File: config.mk
export PLATFORM = sky130hd
export DESIGN_NAME = lrrr_boss_ctrl_flat
export DESIGN_NICKNAME = d
export VERILOG_FILES = /design/src/rtl/lrrr_boss_ctrl_if.sv /design/src/rtl/lrrr_boss_ctrl.sv /design/src/flat_wrapper.sv
export SDC_FILE = /design/constraint.sdc
export NUM_CORES = 1
export LEC_CHECK = 0
export ABC_CLOCK_PERIOD_IN_PS = 2000
export BUFFER_PORTS_ARGS = -buffer_cell sky130_fd_sc_hd__buf_2
export CORE_MARGIN = 5
export CORE_UTILIZATION = 50
export CTS_CLUSTER_DIAMETER = 40
export DETAILED_ROUTE_END_ITERATION = 8
export PLACE_DENSITY = 0.85
export SYNTH_ARGS = -nofsm -noshare
export SYNTH_HDL_FRONTEND = slang
export SYNTH_SLANG_ARGS = --single-unit
File: constraint.sdc
create_clock -name clk -period 2 [get_ports clk]
set_input_delay 0.4 -clock clk [delete_from_list [all_inputs] [get_ports clk]]
set_output_delay 0.4 -clock clk [all_outputs]
set_load 0.01 [all_outputs]
File: src/rtl/lrrr_boss_ctrl_if.sv
// lrrr_boss_ctrl_if
// Groups the stage/collision/mover-facing signals of the Lrrr boss controller.
//   master : stage logic, collision detector and mover side (drives frame,
//            enable, hit and position; observes controller outputs)
//   slave  : lrrr_boss_ctrl
// Signals:
//   startOfFrame, enable, hit       stage / collision inputs
//   topLeftX, topLeftY  [10:0]      boss position read back from the mover
//   idleN, toggleY                  mover controls
//   fire, bombX, bombY [10:0]       bomb request and spawn point
//   hp [3:0], bossDead, state [1:0] status
interface lrrr_boss_ctrl_if;
    logic        startOfFrame;
    logic        enable;
    logic        hit;
    logic [10:0] topLeftX;
    logic [10:0] topLeftY;
    logic        idleN;
    logic        toggleY;
    logic        fire;
    logic [10:0] bombX;
    logic [10:0] bombY;
    logic [3:0]  hp;
    logic        bossDead;
    logic [1:0]  state;

    modport master (
        output startOfFrame, enable, hit, topLeftX, topLeftY,
        input  idleN, toggleY, fire, bombX, bombY, hp, bossDead, state
    );

    modport slave (
        input  startOfFrame, enable, hit, topLeftX, topLeftY,
        output idleN, toggleY, fire, bombX, bombY, hp, bossDead, state
    );
endinterface

File: src/rtl/lrrr_boss_ctrl.sv
// lrrr_boss_ctrl
// Sequences the Lrrr boss life cycle (idle, spawn delay, active, dying),
// drives the Lrrr mover, issues periodic bomb requests at the boss position
// and tracks hit points.
// Ports:
//   clk     system clock
//   resetN  synchronous active-low reset
//   bus     lrrr_boss_ctrl_if.slave (frame/enable/hit/position in,
//           idleN/toggleY/fire/bombX/bombY/hp/bossDead/state out)
// Build option:
//   LRRR_ENRAGE_EN  when defined, the fire period halves while hp <= MAX_HP/2.
//
// state  | meaning
// -------+-------------------------------------------------
// IDLE   | boss absent, mover held; waits for enable rising
// SPAWN  | counting SPAWN_FRAMES frames before release
// ACTIVE | boss moving, toggling, firing, taking hits
// DYING  | boss drifts for DEATH_FRAMES frames, then IDLE
module lrrr_boss_ctrl #(
    parameter int SPAWN_FRAMES  = 90,
    parameter int MAX_HP        = 8,
    parameter int TOGGLE_FRAMES = 45,
    parameter int FIRE_FRAMES   = 20,
    parameter int DEATH_FRAMES  = 30,
    parameter int BOMB_OFS_X    = 32,
    parameter int BOMB_OFS_Y    = 64
) (
    input logic              clk,
    input logic              resetN,
    lrrr_boss_ctrl_if.slave  bus
);
    localparam logic [1:0] ST_IDLE   = 2'b00;
    localparam logic [1:0] ST_SPAWN  = 2'b01;
    localparam logic [1:0] ST_ACTIVE = 2'b10;
    localparam logic [1:0] ST_DYING  = 2'b11;

    localparam logic [7:0]  SPAWN_LAST  = 8'(SPAWN_FRAMES - 1);
    localparam logic [7:0]  TOGGLE_LAST = 8'(TOGGLE_FRAMES - 1);
    localparam logic [7:0]  FIRE_LAST   = 8'(FIRE_FRAMES - 1);
    localparam logic [7:0]  DEATH_LAST  = 8'(DEATH_FRAMES - 1);
    localparam logic [3:0]  HP_FULL     = 4'(MAX_HP);
    localparam logic [11:0] X_MAX       = 12'd639;
    localparam logic [11:0] Y_MAX       = 12'd479;

    logic [1:0]  stateR;
    logic        enableD;
    logic [7:0]  frameCnt;
    logic [7:0]  toggleCnt;
    logic [7:0]  fireCnt;
    logic [3:0]  hpR;
    logic        idleNR;
    logic        toggleYR;
    logic        fireR;
    logic        bossDeadR;
    logic [10:0] bombXR;
    logic [10:0] bombYR;

    logic [11:0] sumX;
    logic [11:0] sumY;
    logic [10:0] satX;
    logic [10:0] satY;
    logic        toggleDue;
    logic        fireDue;
    logic        lastHit;

    // Add at 12 bits so an 11-bit position plus offset cannot wrap before clamping.
    assign sumX = {1'b0, bus.topLeftX} + 12'(BOMB_OFS_X);
    assign sumY = {1'b0, bus.topLeftY} + 12'(BOMB_OFS_Y);
    assign satX = (sumX > X_MAX) ? X_MAX[10:0] : sumX[10:0];
    assign satY = (sumY > Y_MAX) ? Y_MAX[10:0] : sumY[10:0];

`ifdef LRRR_ENRAGE_EN
    localparam logic [3:0] ENRAGE_HP  = 4'(MAX_HP / 2);
    localparam logic [7:0] RAGE_LAST  = 8'(FIRE_FRAMES / 2 - 1);
    logic [7:0] fireLast;
    assign fireLast = (hpR <= ENRAGE_HP) ? RAGE_LAST : FIRE_LAST;
    // >= so a counter already past the shortened period fires on the next frame.
    assign fireDue  = bus.startOfFrame && (fireCnt >= fireLast);
`else
    assign fireDue  = bus.startOfFrame && (fireCnt == FIRE_LAST);
`endif

    assign toggleDue = bus.startOfFrame && (toggleCnt == TOGGLE_LAST);
    assign lastHit   = bus.hit && (hpR == 4'd1);

    always_ff @(posedge clk) begin
        if (!resetN) begin
            stateR    <= ST_IDLE;
            enableD   <= 1'b0;
            frameCnt  <= '0;
            toggleCnt <= '0;
            fireCnt   <= '0;
            hpR       <= '0;
            idleNR    <= 1'b0;
            toggleYR  <= 1'b0;
            fireR     <= 1'b0;
            bossDeadR <= 1'b0;
            bombXR    <= '0;
            bombYR    <= '0;
        end else begin
            enableD   <= bus.enable;
            toggleYR  <= 1'b0;
            fireR     <= 1'b0;
            bossDeadR <= 1'b0;
            if (!bus.enable) begin
                stateR    <= ST_IDLE;
                idleNR    <= 1'b0;
                frameCnt  <= '0;
                toggleCnt <= '0;
                fireCnt   <= '0;
            end else begin
                case (stateR)
                    ST_IDLE: begin
                        idleNR <= 1'b0;
                        if (!enableD) begin
                            stateR   <= ST_SPAWN;
                            frameCnt <= '0;
                        end
                    end
                    ST_SPAWN: begin
                        idleNR <= 1'b0;
                        if (bus.startOfFrame) begin
                            if (frameCnt == SPAWN_LAST) begin
                                stateR    <= ST_ACTIVE;
                                hpR       <= HP_FULL;
                                toggleCnt <= '0;
                                fireCnt   <= '0;
                                frameCnt  <= '0;
                                idleNR    <= 1'b1;
                            end else begin
                                frameCnt <= frameCnt + 8'd1;
                            end
                        end
                    end
                    ST_ACTIVE: begin
                        idleNR <= 1'b1;
                        if (lastHit) begin
                            // Killing blow wins over any pulse due this cycle.
                            stateR   <= ST_DYING;
                            hpR      <= '0;
                            frameCnt <= '0;
                        end else begin
                            if (bus.hit && (hpR != 4'd0))
                                hpR <= hpR - 4'd1;
                            if (bus.startOfFrame) begin
                                toggleCnt <= toggleDue ? 8'd0 : toggleCnt + 8'd1;
                                fireCnt   <= fireDue   ? 8'd0 : fireCnt + 8'd1;
                            end
                            toggleYR <= toggleDue;
                            fireR    <= fireDue;
                            if (fireDue) begin
                                bombXR <= satX;
                                bombYR <= satY;
                            end
                        end
                    end
                    default: begin
                        idleNR <= 1'b1;
                        if (bus.startOfFrame) begin
                            if (frameCnt == DEATH_LAST) begin
                                stateR    <= ST_IDLE;
                                bossDeadR <= 1'b1;
                                idleNR    <= 1'b0;
                                frameCnt  <= '0;
                            end else begin
                                frameCnt <= frameCnt + 8'd1;
                            end
                        end
                    end
                endcase
            end
        end
    end

    assign bus.state    = stateR;
    assign bus.idleN    = idleNR;
    assign bus.toggleY  = toggleYR;
    assign bus.fire     = fireR;
    assign bus.bombX    = bombXR;
    assign bus.bombY    = bombYR;
    assign bus.hp       = hpR;
    assign bus.bossDead = bossDeadR;
endmodule

File: src/flat_wrapper.sv
// flat-port wrapper written by rule: the top's interface ports become plain ports
module lrrr_boss_ctrl_flat 
#(
    parameter int SPAWN_FRAMES  = 90,
    parameter int MAX_HP        = 8,
    parameter int TOGGLE_FRAMES = 45,
    parameter int FIRE_FRAMES   = 20,
    parameter int DEATH_FRAMES  = 30,
    parameter int BOMB_OFS_X    = 32,
    parameter int BOMB_OFS_Y    = 64
)
  (clk, resetN, bus_startOfFrame, bus_enable, bus_hit, bus_topLeftX, bus_topLeftY, bus_idleN, bus_toggleY, bus_fire, bus_bombX, bus_bombY, bus_hp, bus_bossDead, bus_state);
  lrrr_boss_ctrl_if bus_i ();
  input logic clk;
  input logic resetN;
  input wire logic [$bits(bus_i.startOfFrame)-1:0] bus_startOfFrame;
  input wire logic [$bits(bus_i.enable)-1:0] bus_enable;
  input wire logic [$bits(bus_i.hit)-1:0] bus_hit;
  input wire logic [$bits(bus_i.topLeftX)-1:0] bus_topLeftX;
  input wire logic [$bits(bus_i.topLeftY)-1:0] bus_topLeftY;
  output wire logic [$bits(bus_i.idleN)-1:0] bus_idleN;
  output wire logic [$bits(bus_i.toggleY)-1:0] bus_toggleY;
  output wire logic [$bits(bus_i.fire)-1:0] bus_fire;
  output wire logic [$bits(bus_i.bombX)-1:0] bus_bombX;
  output wire logic [$bits(bus_i.bombY)-1:0] bus_bombY;
  output wire logic [$bits(bus_i.hp)-1:0] bus_hp;
  output wire logic [$bits(bus_i.bossDead)-1:0] bus_bossDead;
  output wire logic [$bits(bus_i.state)-1:0] bus_state;
  assign bus_i.startOfFrame = bus_startOfFrame;
  assign bus_i.enable = bus_enable;
  assign bus_i.hit = bus_hit;
  assign bus_i.topLeftX = bus_topLeftX;
  assign bus_i.topLeftY = bus_topLeftY;
  assign bus_idleN = bus_i.idleN;
  assign bus_toggleY = bus_i.toggleY;
  assign bus_fire = bus_i.fire;
  assign bus_bombX = bus_i.bombX;
  assign bus_bombY = bus_i.bombY;
  assign bus_hp = bus_i.hp;
  assign bus_bossDead = bus_i.bossDead;
  assign bus_state = bus_i.state;
  lrrr_boss_ctrl #(.SPAWN_FRAMES(SPAWN_FRAMES), .MAX_HP(MAX_HP), .TOGGLE_FRAMES(TOGGLE_FRAMES), .FIRE_FRAMES(FIRE_FRAMES), .DEATH_FRAMES(DEATH_FRAMES), .BOMB_OFS_X(BOMB_OFS_X), .BOMB_OFS_Y(BOMB_OFS_Y)) u_core (.clk(clk), .resetN(resetN), .bus(bus_i));
endmodule
; After elaboration in Yosys (flattened, before gate mapping)
; Cells that the tools add are included.
[totals]
register_bits = 57
output_inout_bits = 32
elab_cells = 93
[op_classes]
add_sub_neg = 6
n_lt_le_gt_ge = 2
n_eq_ne = 14
muxes = 37
n_bitwise = 5
reduce_logical = 17
[op_table]
columns = op, count
row1 = $mux 8, 14
row2 = $pmux 8 s2, 2
row3 = $add 8x1->8 const B, 3
row4 = $pmux 8 s3, 1
row5 = $mux 11, 2
row6 = $eq 8x5->1 const B, 2
row7 = $mux 4, 4
row8 = $add 11x6->12 const B, 1
row9 = $add 11x7->12 const B, 1
row10 = $gt 12x10->1 const B, 1
row11 = $gt 12x9->1 const B, 1
row12 = $mux 2, 6
row13 = $reduce_and 5->1, 2
row14 = $eq 8x6->1 const B, 1
row15 = $eq 8x7->1 const B, 1
row16 = $ne 2x2->1 const B, 4
row17 = $pmux 4 s2, 1
row18 = $reduce_and 4->1, 2
row19 = $reduce_bool 4->1, 2
row20 = $pmux 2 s3, 1
row21 = $reduce_and 6->1, 1
row22 = $reduce_or 6->1, 1
row23 = $mux 1, 5
row24 = $not 1->1, 5
row25 = 13 further kinds, 17

; Depth between registers and ports, before layout
[depth]
depth_word = 6
mapped_depth = 8
mapped_depth_nobuf = 6

; Worst setup path after synthesis
; No wires, ideal clock.
[synth_path]
path_type = reg2reg
start = reg u_core.stateR[0] (netlist: u_core.bus.state[0])
end = reg u_core.toggleCnt[2]
t_arrival_ns = 2.036
required_time_ns = 1.937
slack_ns = -0.099
stages_incl_launch_ff = 7
n_path_buf = 1
cell_sequence = dfxtp_1 -> inv_1 -> ha_1 -> buf_1 -> inv_1 -> nor4_1 -> a32o_1
[synth_via]
elab_chain_len = 3
elab_cells_between_ends = 9
[synth_lines]
columns = item, line
row1 = start: declaration, lrrr_boss_ctrl.sv:45  ; logic [1:0] stateR;
row2 = start signal: assignment, lrrr_boss_ctrl.sv:88  ; stateR <= ST_IDLE;
row3 = start signal: assignment, lrrr_boss_ctrl.sv:106  ; stateR <= ST_IDLE;
row4 = start signal: assignment, lrrr_boss_ctrl.sv:116  ; stateR <= ST_SPAWN;
row5 = $eq 2x2->1 / $eq 2x1->1 (equally long branches), lrrr_boss_ctrl.sv:112  ; case (stateR)
row6 = $ne 2x2->1 (no line) (tied with other cells), n/a
row7 = $reduce_and 5->1 (no line), n/a
row8 = end signal: assignment, lrrr_boss_ctrl.sv:146  ; toggleCnt <= toggleDue ? 8'd0 : toggleCnt + 8'd1;
row9 = end: declaration, lrrr_boss_ctrl.sv:48  ; logic [7:0] toggleCnt;
; Several ways; a longest one is shown, not always the timed one.
; A chain may end at the register's enable or synchronous reset.

; Worst setup path in the final report
[layout_path]
start = reg u_core.fireCnt[5]
end = reg u_core.bombXR[4] (netlist: u_core.bus.bombX[4])
[layout_via]
elab_chain_len = 3
[layout_lines]
columns = item, line
row1 = start: declaration, lrrr_boss_ctrl.sv:49  ; logic [7:0] fireCnt;
row2 = start signal: assignment, lrrr_boss_ctrl.sv:147  ; fireCnt <= fireDue ? 8'd0 : fireCnt + 8'd1;
row3 = $eq 8x5->1, lrrr_boss_ctrl.sv:80  ; assign fireDue = bus.startOfFrame && (fireCnt == FIRE_LAST);
row4 = $logic_and 1x1->1, lrrr_boss_ctrl.sv:80
row5 = $reduce_and 4->1 (no line), n/a
row6 = end signal: assignment, lrrr_boss_ctrl.sv:152  ; bombXR <= satX;
row7 = end: declaration, lrrr_boss_ctrl.sv:55  ; logic [10:0] bombXR;
; No other way between the ends.

==> flow_summary.ini <==
[synthesis]
syn_area_um2 = 3143
ys.flop_type = dfxtp_1
synthArstFlopShare = 0
synth_edf_count = 0
avgSynthCellArea_um2 = 8.854
yosysSeqAreaShare = 0.3631
yosys.area.top_type_share = 0.3631
postSynthCellCount = 355
synth_nets = 396
synthTopCellsByArea = dfxtp_1 (36%), ha_1 (5.6%), a32o_1 (3.8%)
synth_seq_cells = 57
synth_warnings = 0
synth_top_cell_by_area = dfxtp_1
synth.distinct_cells = 60

[cells_and_area]
insertedDiodeCount = 0
area_growth_pct = 25.72
layout_common_cells = buf_2 (58), dfxtp_1 (55), nand2_1 (29)
layout_commonest_cell = buf_2
finalInstanceArea_um2 = 3951
nets = 467
layout-drive-gt1-share = 0.2970
finalNonFillerCells = 506

[power]
vdd_ir_drop_max_mv = 0.3422
p_per_area_nw_per_um2 = 666.5
leakagePower_nw = 1.601
total_power_mw = 2.634

[clock_network]
cts_buffer_depth = 2
insertion_delay_ps = 330
cts_tree = yes
clk_pin_slew_ps = 60
numCtsBuffers = 9
cts.sinks = 57
cts.htree.levels = 3
ctsHoldBuffers = 0
clock_tree.root_cell = clkbuf_8

[floorplan]
die_area_um2 = 7972
boundaryPins = 59
core_area_um2 = 6026
die_height_um = 89.29
num_rows = 28
start_util = 0.5216
die_width_um = 89.29

[routing]
first_pass_iters = 5
vias = 3197
routed_wl_um = 8393
vias_per_cell = 6.318
drc = 0
ant_nets = 0
dr.first_iter.drc_count = 257
wl_per_cell_um = 16.59

[place]
dp.cells = 487
globalplace.congestion = 0.8343
portBuffers = 58
post_dp_cell_area_um2 = 3598
hpwl_um = 5740
place_ws_ps = 19.42

[critical_path]
r2r-end = u_core.bus.bombX[4]
worstRegToRegCells = 5
critical_path.cell_chain = or4b_4, nor4_4, buf_4, nand3_4, o221a_4
crit_type = reg -> reg
critPathRequiredTime_ps = 2220
r2r_start = u_core.fireCnt[5]
critical_path_peak_fanout = 8
worstPathArrival_ps = 2180
cp-start-kind = flip-flop
slowest_stage = or4b_4
ff2ff_setup_slack_ps = 50
max_stage_delay_ps = 570
end_kind = flip-flop

[global_route]
grt_usage = 0.2066
grt_pass1_vias = 2867
grt_pass1_wl_um = 13120
grt_max_degree = 26
gr-total-overflow = 0
antenna_found_initial = 0

[timing]
hold_viol_final = 0
rsz0062_at_grt = yes
finalSetupTns_ps = 0
max_freq_mhz = 512.3
layout_setup_ws_ps = 47.91
period_share = 0.9760
min_period_ps = 1952
worst_slew_pin_slew_ps = 553.4
skew_ps = 5.059
setup-violations-final = 0
slew_violations = 0
maxSlewHeadroom = 0.6286

[hold_path]
worst_hold_path_type = in -> reg
hold_path_depth = 2
holdCritStartpoint = bus_topLeftX[3]
min_to = u_core.bus.bombX[3]

[run]
cap_violations = 0

[status]
status = finished clean
==> cell type report <==
type / count / area [um2]
clock buffers: 14 / 172.7
clock inverters: 2 / 35.03
fillers: 478 / 2074
inverters: 18 / 67.56
multi-input cells: 256 / 1953
flip-flops and latches: 57 / 1144
well taps: 75 / 93.84
repair buffers: 84 / 485.5
==> cell families (layout without fill, tap and decap cells) <==
family          after synthesis  count (layout)  share of synthesized area
compound gates              100             100                     0.2468
simple gates                136             136                     0.2607
fa+ha+maj                    14              14                    0.05573
xor+xnor                      3               3                   0.008361
flops                        57              57                     0.3631
buf+inv                      42             118                    0.05573
mux                           3               3                   0.009555
==> cells in the mapped netlist (2+ instances only) <==
| library cell | instances |
|---|---|
| a31oi_1 | 13 |
| dfxtp_1 | 57 |
| and3_1 | 8 |
| buf_2 | 5 |
| nand2b_1 | 2 |
| a311oi_1 | 3 |
| o2bb2ai_1 | 2 |
| nor4_1 | 9 |
| mux2i_1 | 3 |
| buf_1 | 3 |
| nand3_1 | 11 |
| nor3_1 | 10 |
| nand2_1 | 29 |
| a41oi_1 | 2 |
| or3_1 | 3 |
| o31ai_1 | 4 |
| and4bb_2 | 2 |
| nand4_1 | 9 |
| and2_1 | 3 |
| o221a_2 | 8 |
| and3_2 | 3 |
| inv_1 | 18 |
| o2111ai_1 | 13 |
| xnor2_1 | 2 |
| o21ai_0 | 13 |
| and4b_1 | 2 |
| ha_1 | 14 |
| a32o_1 | 12 |
| nand4b_1 | 6 |
| nand4bb_1 | 3 |
| nor2_1 | 16 |
| nor3b_1 | 10 |
| clkbuf_1 | 14 |
| a21oi_1 | 15 |
| nor2b_1 | 3 |
==> per-stage QoR <==
| stage | hold slack, ps | util |
|---|---|---|
| 2_1_floorplan | 461.2 | - |
| 3_3_place_gp | 434.0 | 0.5972 |
| 3_5_place_dp | 452.3 | 0.5972 |
| 4_1_cts | 316.1 | 0.6316 |
| 5_1_grt | 326.5 | 0.6557 |
| 6_report | 336.9 | 0.6557 |
==> power by group <==
part / total (mW) / internal [mW] / leakage, nW / switching (mW)
sequential: 1.15 / 1.14 / 0.460 / 0.00589
clock: 1.12 / 0.676 / 0.107 / 0.440
combinational: 0.369 / 0.146 / 1.03 / 0.222
total: 2.63 / 1.97 / 1.60 / 0.668
==> per-layer routing <==
| layer | track usage | wire, um | part of all wire | vias up |
|---|---|---|---|---|
| met1 | 0.2518 | 3494 | 0.42 | 1490 |
| met5 | 0 | 0 | 0 | - |
| met4 | 0.09066 | 216 | 0.026 | 0 |
| met3 | 0.03871 | 795 | 0.095 | 27 |
| li1 | - | - | - | 1522 |
| met2 | 0.3537 | 3887 | 0.46 | 158 |
==> what timing repair did <==
action / CTS / global route
endpoints found under the setup margin: 0 / 34
hold endpoints to repair: 0 / 0
setup buffers: 0 / 3
gates resized for setup: 0 / 18
==> flip-flops by register name (all words and copies together), names as in the netlist <==
register,cells
u_core.bus.hp,4
u_core.bus.bossDead,1
u_core.bus.state,2
u_core.bus.idleN,1
u_core.bus.toggleY,1
u_core.bus.bombX,11
u_core.enableD,1
u_core.bus.fire,1
u_core.bus.bombY,11
u_core.frameCnt,8
u_core.toggleCnt,8
u_core.fireCnt,8
==> worst max path at each step <==
stage          cells after the start  slack, ps                 from                  end
2_1_floorplan                      7          5  u_core.bus.state[0]  u_core.bus.state[1]
3_3_place_gp                       6         70     u_core.bus.hp[1]    u_core.fireCnt[5]
5_1_grt                            5        -40    u_core.fireCnt[5]  u_core.bus.bombX[1]
3_5_place_dp                       6         20     u_core.bus.hp[1]    u_core.fireCnt[6]
4_1_cts                            6         10     u_core.bus.hp[1]    u_core.fireCnt[6]
6_report                           5         50    u_core.fireCnt[5]  u_core.bus.bombX[4]
==> critical path, delay by kind of cell (launching register included) <==
family | cells | cell delay (ps)
compound gates | 1 | 270
flops | 1 | 340
simple gates | 3 | 1050
buf+inv | 1 | 190
Power figures use the tool's default switching activity.
